$ cat src/rtl/change_dispenser_pkg.sv
// Shared vending-machine definitions: coin count, amount width and denominations.
// The coin/timer logic uses the same constants, so change them here only.
package change_dispenser_pkg;

    localparam int unsigned kDefNumCoins  = 3;
    localparam int unsigned kDefTotalBits = 31;
    localparam int unsigned kDefCoinVal0  = 100;
    localparam int unsigned kDefCoinVal1  = 500;
    localparam int unsigned kDefCoinVal2  = 1000;

endpackage

$ cat src/rtl/change_dispenser_coin_select.sv
// Combinational pick of the largest denomination that still fits in the owed amount.
module coin_select
    import change_dispenser_pkg::*;
#(
    parameter int unsigned kNumCoins  = kDefNumCoins,
    parameter int unsigned kTotalBits = kDefTotalBits,
    parameter int unsigned kCoinVal0  = kDefCoinVal0,
    parameter int unsigned kCoinVal1  = kDefCoinVal1,
    parameter int unsigned kCoinVal2  = kDefCoinVal2
) (
    input  logic [kTotalBits-1:0] remaining,
    output logic [kNumCoins-1:0]  coin,
    output logic                  valid
);

    // Priority chain from the largest coin down keeps the result one-hot.
    always_comb begin
        coin = '0;
        if (remaining >= kTotalBits'(kCoinVal2)) begin
            coin[2] = 1'b1;
        end else if (remaining >= kTotalBits'(kCoinVal1)) begin
            coin[1] = 1'b1;
        end else if (remaining >= kTotalBits'(kCoinVal0)) begin
            coin[0] = 1'b1;
        end
    end

    assign valid = |coin;

endmodule

$ cat src/rtl/change_dispenser.sv
// Returns an amount as a greedy sequence of coins, one per hopper-ready cycle,
// then pulses o_done and leaves the undispensable residue on o_remaining.
module change_dispenser
    import change_dispenser_pkg::*;
#(
    parameter int unsigned kNumCoins  = kDefNumCoins,
    parameter int unsigned kTotalBits = kDefTotalBits,
    parameter int unsigned kCoinVal0  = kDefCoinVal0,
    parameter int unsigned kCoinVal1  = kDefCoinVal1,
    parameter int unsigned kCoinVal2  = kDefCoinVal2
) (
    input  logic                  clk,
    input  logic                  reset_n,
    input  logic                  i_start,
    input  logic [kTotalBits-1:0] i_amount,
    input  logic                  i_hopper_ready,
    output logic [kNumCoins-1:0]  o_return_coin,
    output logic                  o_busy,
    output logic                  o_done,
    output logic [kTotalBits-1:0] o_remaining
);

    typedef enum logic [1:0] {
        IDLE     = 2'd0,
        DISPENSE = 2'd1,
        DONE     = 2'd2
    } state_t;

    state_t                state;
    logic [kNumCoins-1:0]  sel_coin;
    logic                  sel_valid;
    logic [kTotalBits-1:0] sel_value;

    coin_select #(
        .kNumCoins (kNumCoins),
        .kTotalBits(kTotalBits),
        .kCoinVal0 (kCoinVal0),
        .kCoinVal1 (kCoinVal1),
        .kCoinVal2 (kCoinVal2)
    ) u_coin_select (
        .remaining(o_remaining),
        .coin     (sel_coin),
        .valid    (sel_valid)
    );

    // Value of the selected coin; zero when nothing fits.
    always_comb begin
        sel_value = '0;
        if (sel_coin[2]) begin
            sel_value = kTotalBits'(kCoinVal2);
        end else if (sel_coin[1]) begin
            sel_value = kTotalBits'(kCoinVal1);
        end else if (sel_coin[0]) begin
            sel_value = kTotalBits'(kCoinVal0);
        end
    end

    // o_remaining doubles as the owed-amount register so the residue stays visible.
    always_ff @(posedge clk) begin
        if (!reset_n) begin
            state         <= IDLE;
            o_remaining   <= '0;
            o_return_coin <= '0;
            o_done        <= 1'b0;
            o_busy        <= 1'b0;
        end else begin
            o_return_coin <= '0;
            o_done        <= 1'b0;
            case (state)
                IDLE: begin
                    if (i_start) begin
                        o_remaining <= i_amount;
                        o_busy      <= 1'b1;
                        state       <= DISPENSE;
                    end
                end
                DISPENSE: begin
                    if (!sel_valid) begin
                        o_done <= 1'b1;
                        state  <= DONE;
                    end else if (i_hopper_ready) begin
                        o_return_coin <= sel_coin;
                        o_remaining   <= o_remaining - sel_value;
                    end
                end
                DONE: begin
                    o_busy <= 1'b0;
                    state  <= IDLE;
                end
                default: begin
                    o_busy <= 1'b0;
                    state  <= IDLE;
                end
            endcase
        end
    end

endmodule
$ cat config.mk
export PLATFORM = sky130hd
export DESIGN_NAME = change_dispenser
export DESIGN_NICKNAME = d
export VERILOG_FILES = /design/src/rtl/change_dispenser_pkg.sv /design/src/rtl/change_dispenser_coin_select.sv /design/src/rtl/change_dispenser.sv
export SDC_FILE = /design/constraint.sdc
export NUM_CORES = 1
export LEC_CHECK = 0
export BUFFER_PORTS_ARGS = -buffer_cell sky130_fd_sc_hd__buf_2
export CAP_MARGIN = 30
export CORE_ASPECT_RATIO = 0.9
export CORE_MARGIN = 2
export CORE_UTILIZATION = 53
export DETAILED_ROUTE_END_ITERATION = 8
export GPL_TIMING_DRIVEN = 0
export PLACE_DENSITY = 0.78
export SLEW_MARGIN = 20
export SYNTH_ARGS = -nofsm -noshare
export SYNTH_HDL_FRONTEND = slang
export SYNTH_SLANG_ARGS = --single-unit
$ cat constraint.sdc
create_clock -name clk -period 5.08 [get_ports clk]
set_clock_uncertainty 0.05 [all_clocks]
set_input_delay 0.508 -clock clk [delete_from_list [all_inputs] [get_ports clk]]
set_output_delay 0.508 -clock clk [all_outputs]
set_load 0.05 [all_outputs]
* After elaboration in Yosys (flattened, before gate mapping)
Index checks and enable logic that the tools add are counted.
** Word-level totals
- Register bits :: 38
- Bits of input ports :: 35
- Output and inout port bits :: 36
- Logic and storage cells :: 41
** Cells by class
- Add/sub/neg operators :: 1
- Order comparisons :: 3
- Equality and inequality tests :: 5
- Multiplexer cells :: 18
- Bitwise gates (word level) :: 1
- Reductions and logical operators :: 8
** Operators by type and width (count)
- 31-bit 2-to-1 mux :: 3
- 31-bit case mux with 2 select lines :: 1
- 31-bit by 10-bit greater-or-equal comparator with 1-bit output (second input constant) :: 1
- 31-bit by 7-bit greater-or-equal comparator with 1-bit output (second input constant) :: 1
- 31-bit by 9-bit greater-or-equal comparator with 1-bit output (second input constant) :: 1
- 31-bit subtractor :: 1
- 10-bit 2-to-1 mux :: 1
- 9-bit 2-to-1 mux :: 1
- 2-bit inequality test (second input constant) :: 4
- 4-bit AND reduction :: 2
- 7-bit 2-to-1 mux :: 1
- 1-bit 2-to-1 mux :: 6
- 2-bit 2-to-1 mux :: 3
- 2-bit AND reduction :: 3
- 2-bit case mux with 2 select lines :: 1
- 3-bit OR reduction :: 1
- 2-bit by 1-bit == test with 1-bit output (second input constant) :: 1
- 2-bit logical NOT :: 1
- 1-bit case mux with 2 select lines :: 1
- 2-bit nonzero test :: 1
- 1-bit NOT :: 1

* Depth between registers and ports, before layout
Gate-level depths: netlist (run 1).
- Depth after elaboration :: 11
- Gate-level depth with buffers :: 14
- Depth with buffers taken out :: 13

* Modules after synthesis
From an unflattened synthesis (run 1), not the netlist that was laid out.
** Unflattened totals
- Cells, all modules :: 331
- Area total of the unflattened synthesis :: 2498.6 um^2
** Modules (own cells, without submodules)
- change_dispenser :: times used 1, cells an instance 312, area each 2376.0 um^2, sequential area each 760.7 um^2
- coin_select :: times used 1, cells an instance 19, area each 122.6 um^2, sequential area each 0.0 um^2

* Worst setup path before layout (run 1)
OpenSTA, ideal clock, no wires.
- Kind :: reg2reg
- Start :: register o_remaining[14]
- End :: register o_remaining[12]
- Setup time :: 86 ps
- Data arrival time :: 3746 ps
- Data required time :: 4944 ps
- Path slack :: 1199 ps
- Cell stages (with the launch flop) :: 15
- Path buffers :: 1
- Period minus slack after synthesis :: 3881 ps
- Path through :: dfxtp_1 nor4_4 nand4_4 or2_4 or3_4 clkinv_4 o21ai_2 ha_1 nor2b_1 o31a_1 o22a_1 clkbuf_1 o31ai_1 a21oi_1 a211oi_1
** Between the ends
- Elaborated cells on any way between the ends :: 18
- Those cells by class :: add/sub (1); order compare (3); eq/ne (1); mux (11); reduce/logical (2)
** RTL lines
- start: declaration :: line change_dispenser.sv:20 : output logic [kTotalBits-1:0] o_remaining
- start signal: assignment :: line change_dispenser.sv:72 : o_remaining <= i_amount;
- start signal: assignment :: line change_dispenser.sv:83 : o_remaining <= o_remaining - sel_value;
- 31-bit by 10-bit greater-or-equal comparator with 1-bit output * :: line change_dispenser_coin_select.sv:19 : if (remaining >= kTotalBits'(kCoinVal2)) begin
- 1-bit 2-to-1 mux * :: line change_dispenser_coin_select.sv:19
- via sel_coin[2] :: line change_dispenser.sv:30 : logic [kNumCoins-1:0] sel_coin;
- 10-bit 2-to-1 mux :: line change_dispenser.sv:49 : if (sel_coin[2]) begin
- 31-bit subtractor :: line change_dispenser.sv:83
- 31-bit 2-to-1 mux :: line change_dispenser.sv:81 : end else if (i_hopper_ready) begin
- 31-bit 2-to-1 mux :: line change_dispenser.sv:78 : if (!sel_valid) begin
- 31-bit case mux with 2 select lines :: line change_dispenser.sv:69 : case (state)
The timed path passes the listed nets; every way through them passes the cells marked *. The select of a mux whose other input is x is not followed.
A chain may end at the register's enable or synchronous reset.

* Worst setup path after layout (run 1)
- Start :: register o_remaining[14]
- End :: register o_remaining[23]
The elaborated chain is that of the path after synthesis.

==> results of run 1 <==
==> layer usage <==
metal	share of wire	GRT usage	wire length, um	vias to the layer above
met3	0.10	0.06589	832	24
met2	0.44	0.4676	3590	181
met4	0.026	0.1329	212	0
li1	-	-	-	1387
met1	0.43	0.4279	3553	1357
met5	0	0	0	-
==> flip-flops by register name (all words and copies together), names as in the netlist <==
register and cells:
o_return_coin 3, o_remaining 31, o_done 1, state 2, o_busy 1
==> final timing paths <==
check / slack, ns / to / startpoint
worst max-delay path: 0.82 / o_remaining[23] / o_remaining[14]
worst min-delay path: 0.37 / o_remaining[19] / i_amount[19]
worst max register to register: 0.82 / o_remaining[23] / o_remaining[14]
worst min register to register: 0.45 / o_busy / o_busy
==> per-stage QoR <==
step	util	worst slack [ns]	instances	hold WS [ns]	total power (W)
6_report	0.6588	0.8195	464	0.3725	0.001159
5_1_grt	0.6588	0.5242	464	0.3962	0.001210
4_1_cts	0.6588	0.8670	464	0.3833	0.001146
3_5_place_dp	0.6300	0.8850	456	0.4231	0.0008309
3_3_place_gp	0.6300	0.9501	456	0.4003	0.0008244
2_1_floorplan	-	1.199	321	0.4498	0.0007161
==> power groups by stage <==
stage          registers, W  clock network [W]  logic (W)
6_report           0.000376           0.000323   0.000460
5_1_grt            0.000381           0.000336   0.000493
4_1_cts            0.000374           0.000320   0.000452
3_5_place_dp       0.000381                  0   0.000450
3_3_place_gp       0.000379                  0   0.000445
2_1_floorplan      0.000474                  0   0.000242
==> cell type report <==
type,count,area [um^2],area share
Clock buffer,5,68.82,0.02188
Clock inverter,3,68.82,0.02188
Timing Repair Buffer,70,350.3,0.1114
Sequential cell,38,760.7,0.2418
Inverter,6,27.53,0.008751
Tap cell,65,81.33,0.02586
Multi-Input combinational cell,260,1707,0.5426
Buffer,17,81.33,0.02586
==> cell usage in the layout, fill, tap and decap left out, types with 3 or more instances in the layout <==
master,synthesis,routed
a211oi_1,13,13
a21o_1,4,4
a21oi_1,24,24
a31oi_1,6,6
buf_2,2,72
clkbuf_1,12,12
clkbuf_8,0,5
dfxtp_1,38,38
ha_1,8,8
inv_1,5,5
nand2_1,28,28
nand2b_1,7,7
nand3_1,15,15
nand4_1,6,6
nor2_1,42,42
nor3_1,5,5
nor4_1,4,4
nor4_4,3,3
o211ai_1,4,4
o21a_1,5,5
o21ai_0,12,12
o22ai_1,3,3
o311ai_0,3,3
o31a_1,4,4
o31ai_1,6,6
o32ai_1,5,5
or2_2,4,4
xnor2_1,3,3
==> cells in the mapped netlist, drive strengths merged (3+ instances only) <==
master,count,area [um^2]
a21oi,24,120.1
dfxtp,38,760.7
nand2,28,105.1
nand4,7,58.81
o211ai,5,42.54
a211oi,13,97.59
nor3,6,41.29
inv,5,18.77
a31oi,6,37.54
o31ai,6,45.04
o31a,4,35.03
o32ai,5,43.79
nand2b,7,43.79
nand3,15,75.07
clkbuf,12,45.04
nor2,43,163.9
xnor2,3,26.28
o22ai,3,18.77
o21a,5,37.54
or2,5,33.78
buf,5,36.28
a21o,4,30.03
or3,4,31.28
nor4,7,88.83
o311ai,3,26.28
o21ai,15,78.83
ha,8,100.1
==> worst max-delay path: stages (launching register included) <==
cell	delay, ns
dfxtp_1	0.40
nor4_4	0.51
nand4_4	0.27
or2_4	0.33
or3_4	0.43
clkinv_4	0.08
o21ai_2	0.07
ha_1	0.32
o211ai_1	0.18
a21oi_1	0.13
o211ai_2	0.40
nand2_1	0.30
or4_1	0.54
o211ai_1	0.17
==> cells by family (layout without fill, tap and decap cells) <==
group	Yosys count	count (layout)
fa+ha+maj	9	9
mux	2	2
compound gates	110	110
buf+inv	23	101
xor+xnor	3	3
simple gates	136	136
flops	38	38
==> metrics.csv, run 1 <==
stage,metric,value,unit
sta,RSZ-0062 raised after global routing,no,
worst_setup_path,Critical Path Source Type,flop,
worst_setup_path,CP Class,flop to flop,
die,DIE HEIGHT,70.14,um
finish,diode count,0,
grt,Total GRT Usage,0.3101,
pwr,Sw Share,0.4227,
sta,fmax,234.7,MHz
route,antenna-violating nets left,0,
sta,max-slew violations,0,
clock_network,CTS tree,built,
sta,Final Hold Vio Count,0,
die,die area,5435,um^2
finish,fill count,411,
die,top-level I/O count,71,
placement,RePlAce Congestion,0.8881,
sta,Period minus WS final,4.260,ns
grt,total global routing overflow,0,
clock_network,clk buf depth,2,
placement,placed cell area,3008,um^2
pwr,sequential power share,0.324,
sta,total negative slack,0,ns
logic_synthesis,Post-synth ARST share,0,
sta,final worst-path cycle share,0.8387,
pwr,P_int,0.0006688,W
pwr,Comb power frac,0.397,
worst_setup_path,worst path required time,5.27,ns
logic_synthesis,Post-synth EDFFs,0,
clock_network,post-CTS sizing,0,
sta,final setup violation count,0,
worst_setup_path,Worst EP arrival,4.45,ns
die,die width,77.49,um
logic_synthesis,Synth Area in XOR/XNOR,0.01020,
clock_network,clock-pin slew of the registers on the worst-case setup and hold paths,0.09,ns
placement,DP Wirelength,5792,um
placement,number of port buffers,70,
logic_synthesis,Ys Warns,0,
logic_synthesis,Unique masters post-synth,67,
clock_network,Post CTS Setup Buffer Count,0,
pwr,Clk pwr share,0.278,
pwr,maximum vdd ir drop,236.0,uV
run,Max Cap Viol,0,
clock_network,Skew-Pair Late Insertion Delay,0.31,ns
logic_synthesis,Synth Area in Simple Gates,0.2919,
logic_synthesis,Synth Net Count,365,
logic_synthesis,number of synthesized register bits,38,
grt,initial antenna violation count,0,
route,Vias per Instance,6.356,
clock_network,cts hold-fix bufs,0,
worst_setup_path,R2R cell count,13,
logic_synthesis,post-synthesis adder-cell area fraction,0.04662,
logic_synthesis,Post-Synthesis Cells,321,
die,placeable core region,4775,um^2
logic_synthesis,combinational family with the most area after synthesis,compound AO/OA/AOI/OAI gates,
finish,nets,442,
route,first-pass detailed-route iteration total,5,
logic_synthesis,"Seq/Total Area, Yosys",0.2953,
clock_network,Num CTS Buffers,5,
finish,post-layout instance area,3146,um^2
grt,first-pass GRT wire length,13370,um
pwr,NetSw,0.0004897,W
sta,Rel. slew slack,0.5430,
worst_setup_path,Crit. End Element,flop,
finish,synth-to-layout area growth,22.10,%
route,drt drc,0,
clock_network,CTS sink cnt,38,
route,WL/cell,17.65,um
sta,worst-margin pin slew,0.6855,ns
finish,layout cells sized above 1,0.2607,
min_path,Hold Path Stages,3,
grt,pin count of the biggest net entering global routing,14,
logic_synthesis,syn avg cell area,8.026,um^2
pwr,Leak,1.361,nW
grt,vias in the first global route,2689,
clock_network,H-tree levels,2,
logic_synthesis,cell area after synthesis,2576,um^2
logic_synthesis,Compound-Gate Fraction of Synth Area,0.3060,
min_path,Hold Crit Class,input pin to flop,
worst_setup_path,crit-path max FO,8,
logic_synthesis,Most used DFF post-synth,dfxtp_1,
run_status,status,finished clean,
logic_synthesis,mux share of post-synthesis cell area,0.007771,
route,Vias,2949,
route,Routed WL,8188,um
route,drt initial violations,301,
die,Row Count,24,
pwr,power per cell area,368.3,nW/um^2
clock_network,Root Driver,clkbuf_8,
die,initial core utilization,0.5396,
Note: power is estimated with default switching activity, not from simulation.
==> run 2: changes to the inputs <==
--- a/config.mk
+++ b/config.mk
@@ -5,11 +5,12 @@
 export SDC_FILE = /design/constraint.sdc
 export NUM_CORES = 1
 export LEC_CHECK = 0
+export ABC_AREA = 1
 export BUFFER_PORTS_ARGS = -buffer_cell sky130_fd_sc_hd__buf_2
 export CAP_MARGIN = 30
 export CORE_ASPECT_RATIO = 0.9
 export CORE_MARGIN = 2
-export CORE_UTILIZATION = 53
+export CORE_UTILIZATION = 55
 export DETAILED_ROUTE_END_ITERATION = 8
 export GPL_TIMING_DRIVEN = 0
 export PLACE_DENSITY = 0.78
==> constraint.sdc (replaced) <==
create_clock -name clk -period 4.4 [get_ports clk]
set_clock_uncertainty 0.05 [all_clocks]
set_input_delay 0.44 -clock clk [delete_from_list [all_inputs] [get_ports clk]]
set_output_delay 0.44 -clock clk [all_outputs]
set_load 0.05 [all_outputs]
==> run 2 against run 1 <==
Compared with the run above:
- critical endpoint is now o_remaining[28]
- via count up 24%
- sequential cell count stayed put
- synthesized cell count rose by 58%
- maximum frequency increased by 22%
- area after synthesis is 17% higher
- first-iteration DRC count grew 16%
- die area increased by 12%
- sequential power up 13%
- hold slack worse by 0.036 ns
- cell count grew 41%
- clock power fell by 2%
- setup slack better by 0.098 ns
- largest power group unchanged
==> metrics.csv, run 2 <==
stage,metric,value,unit
route,drt initial violations,349,
logic_synthesis,Synth Net Count,552,
placement,RePlAce Congestion,0.9695,
grt,total global routing overflow,0,
min_path,Hold Crit Class,input pin to flop,
finish,diode count,0,
route,first-pass detailed-route iteration total,5,
logic_synthesis,Unique masters post-synth,36,
clock_network,H-tree levels,2,
worst_setup_path,Critical Path Source Type,flop,
worst_setup_path,CP Class,flop to flop,
logic_synthesis,Synth top cells by count,"nand2_1, nor2_1, inv_1, nand3_1, dfxtp_1",
worst_setup_path,reg-to-reg setup timing slack,0.92,ns
grt,initial antenna violation count,0,
clock_network,CTS sink cnt,38,
finish,layout cells sized above 1,0.1966,
pwr,maximum vdd ir drop,208.6,uV
worst_setup_path,Worst EP arrival,3.63,ns
sta,Fin Hold WS,0.3361,ns
finish,"commonest non-fill, non-tap cells in the layout","nand2_1, nor2_1, buf_2",
die,DIE HEIGHT,74.33,um
placement,DP Wirelength,7754,um
logic_synthesis,Synth area leaders,"dfxtp_1, nand2_1, nor2_1",
logic_synthesis,Post-Synthesis Cells,508,
finish,max reg flops,31,
run_status,status,finished clean,
worst_setup_path,worst path required time,4.55,ns
sta,worst-margin pin slew,0.7513,ns
logic_synthesis,Post-synth EDFFs,0,
grt,Total GRT Usage,0.3486,
clock_network,Skew-Pair Late Insertion Delay,0.30,ns
clock_network,post-CTS sizing,0,
worst_setup_path,Worst R2R End,o_remaining[28],
die,die area,6106,um^2
min_path,Hold EP,o_remaining[0],
route,Vias,3647,
logic_synthesis,top-count cell post-synth,nand2_1,
die,top-level I/O count,71,
worst_setup_path,reg2reg start,o_remaining[24],
logic_synthesis,Post-synth ARST share,0,
pwr,Leak,1.885,nW
route,Routed WL,10270,um
worst_setup_path,crit-path max FO,5,
worst_setup_path,Crit. End Element,flop,
logic_synthesis,syn avg cell area,5.951,um^2
die,die width,82.15,um
route,drt drc,0,
finish,Final Util,0.6746,
clock_network,Num CTS Buffers,5,
sta,Period minus WS final,3.483,ns
sta,final worst-path cycle share,0.7916,
die,placeable core region,5286,um^2
route,Vias per Instance,5.594,
pwr,Power Total,0.001320,W
finish,nets,628,
grt,first-pass GRT wire length,15700,um
logic_synthesis,top cell type's share of synthesized area,0.2517,
finish,synth-to-layout area growth,17.96,%
worst_setup_path,R2R cell count,18,
die,Row Count,25,
clock_network,clk buf depth,2,
sta,fmax,287.1,MHz
logic_synthesis,Most used DFF post-synth,dfxtp_1,
placement,Setup WS pre-CTS,1.027,ns
sta,worst setup margin,0.9171,ns
placement,number of port buffers,69,
clock_network,Post CTS Setup Buffer Count,0,
finish,biggest registers after layout,"o_remaining: 31 flops, o_return_coin: 3 flops, state: 2 flops",
sta,Rel. slew slack,0.4991,
clock_network,CTS tree,built,
logic_synthesis,cell area after synthesis,3023,um^2
min_path,Hold Path Stages,3,
pwr,power per cell area,370.1,nW/um^2
sta,max-slew violations,0,
run,Max Cap Viol,0,
route,antenna-violating nets left,0,
route,WL/cell,15.76,um
logic_synthesis,"Seq/Total Area, Yosys",0.2517,
logic_synthesis,Ys Warns,0,
clock_network,clock-pin slew of the registers on the worst-case setup and hold paths,0.09,ns
sta,RSZ-0062 raised after global routing,no,
sta,Final Hold Vio Count,0,
min_path,HP Start,i_amount[0],
logic_synthesis,leading area contributor after synthesis,dfxtp_1,
grt,vias in the first global route,3132,
finish,"commonest non-fill, non-tap cell in the layout",nand2_1,
finish,Reg with most FFs,o_remaining,
clock_network,Root Driver,clkbuf_8,
grt,pin count of the biggest net entering global routing,14,
sta,total negative slack,0,ns
die,initial core utilization,0.5718,
logic_synthesis,number of synthesized register bits,38,
clock_network,cts hold-fix bufs,0,
sta,final setup violation count,0,
## run 2: worst max-delay path by stage
stage                         start         endpoint  slack, ns  cells after the start
detailed placement  o_remaining[24]  o_remaining[14]       1.03                     18
floorplan           o_remaining[15]  o_remaining[10]       1.57                     20
finish              o_remaining[24]  o_remaining[28]       0.92                     18
global route        o_remaining[24]  o_remaining[14]       0.65                     18
CTS                 o_remaining[24]  o_remaining[14]       0.98                     18
global placement    o_remaining[24]  o_remaining[14]       1.03                     18
## run 2: per-stage QoR
stage / instance area [um^2] / instances
2_1_floorplan: 3023 / 508
3_3_place_gp: 3452 / 644
3_5_place_dp: 3452 / 644
4_1_cts: 3566 / 652
5_1_grt: 3566 / 652
6_report: 3566 / 652
## run 2: layout make-up
| cell class | count | area [um^2] |
|---|---|---|
| repair buffers | 69 | 345.3 |
| clock inverters | 3 | 45.04 |
| fillers | 511 | 1720 |
| well taps | 67 | 83.83 |
| flip-flops and latches | 38 | 760.7 |
| multi-input cells | 391 | 1939 |
| clock buffers | 5 | 68.82 |
| inverters | 64 | 240.2 |
| plain buffers | 15 | 82.58 |
## run 2: routing by layer
metal,global-route usage,wire [um],part of all wire
met3,0.05097,910,0.089
met2,0.5357,4480,0.44
met1,0.5022,4734,0.46
met5,0,0,0
met4,0.1130,147,0.014
## run 2: cells by family after synthesis
| logic type | share of synthesized area |
|---|---|
| simple gates | 0.4570 |
| buf+inv | 0.1068 |
| compound gates | 0.1362 |
| flops | 0.2517 |
| fa+ha+maj | 0.03974 |
| xor+xnor | 0.008694 |
## run 2: critical path, stage by stage, from the launching register on
cell     delay [ns]
dfxtp_1        0.36
nor2_2         0.23
nand2_1        0.14
nor2_2         0.17
nand2_4        0.10
nor2_1         0.36
inv_1          0.14
nor2_1         0.11
ha_1           0.22
fa_1           0.24
inv_1          0.06
nand3_1        0.06
nand3_1        0.18
nand2_1        0.14
nand2_1        0.13
nor2_1         0.27
nand4_1        0.18
a21oi_1        0.16
nor2_1         0.05
## run 2: where the power goes
group          switching (W)  internal, W
Clock               0.000146     0.000169
Combinational       0.000412     0.000166
Sequential         0.0000488     0.000378
Total               0.000607     0.000713
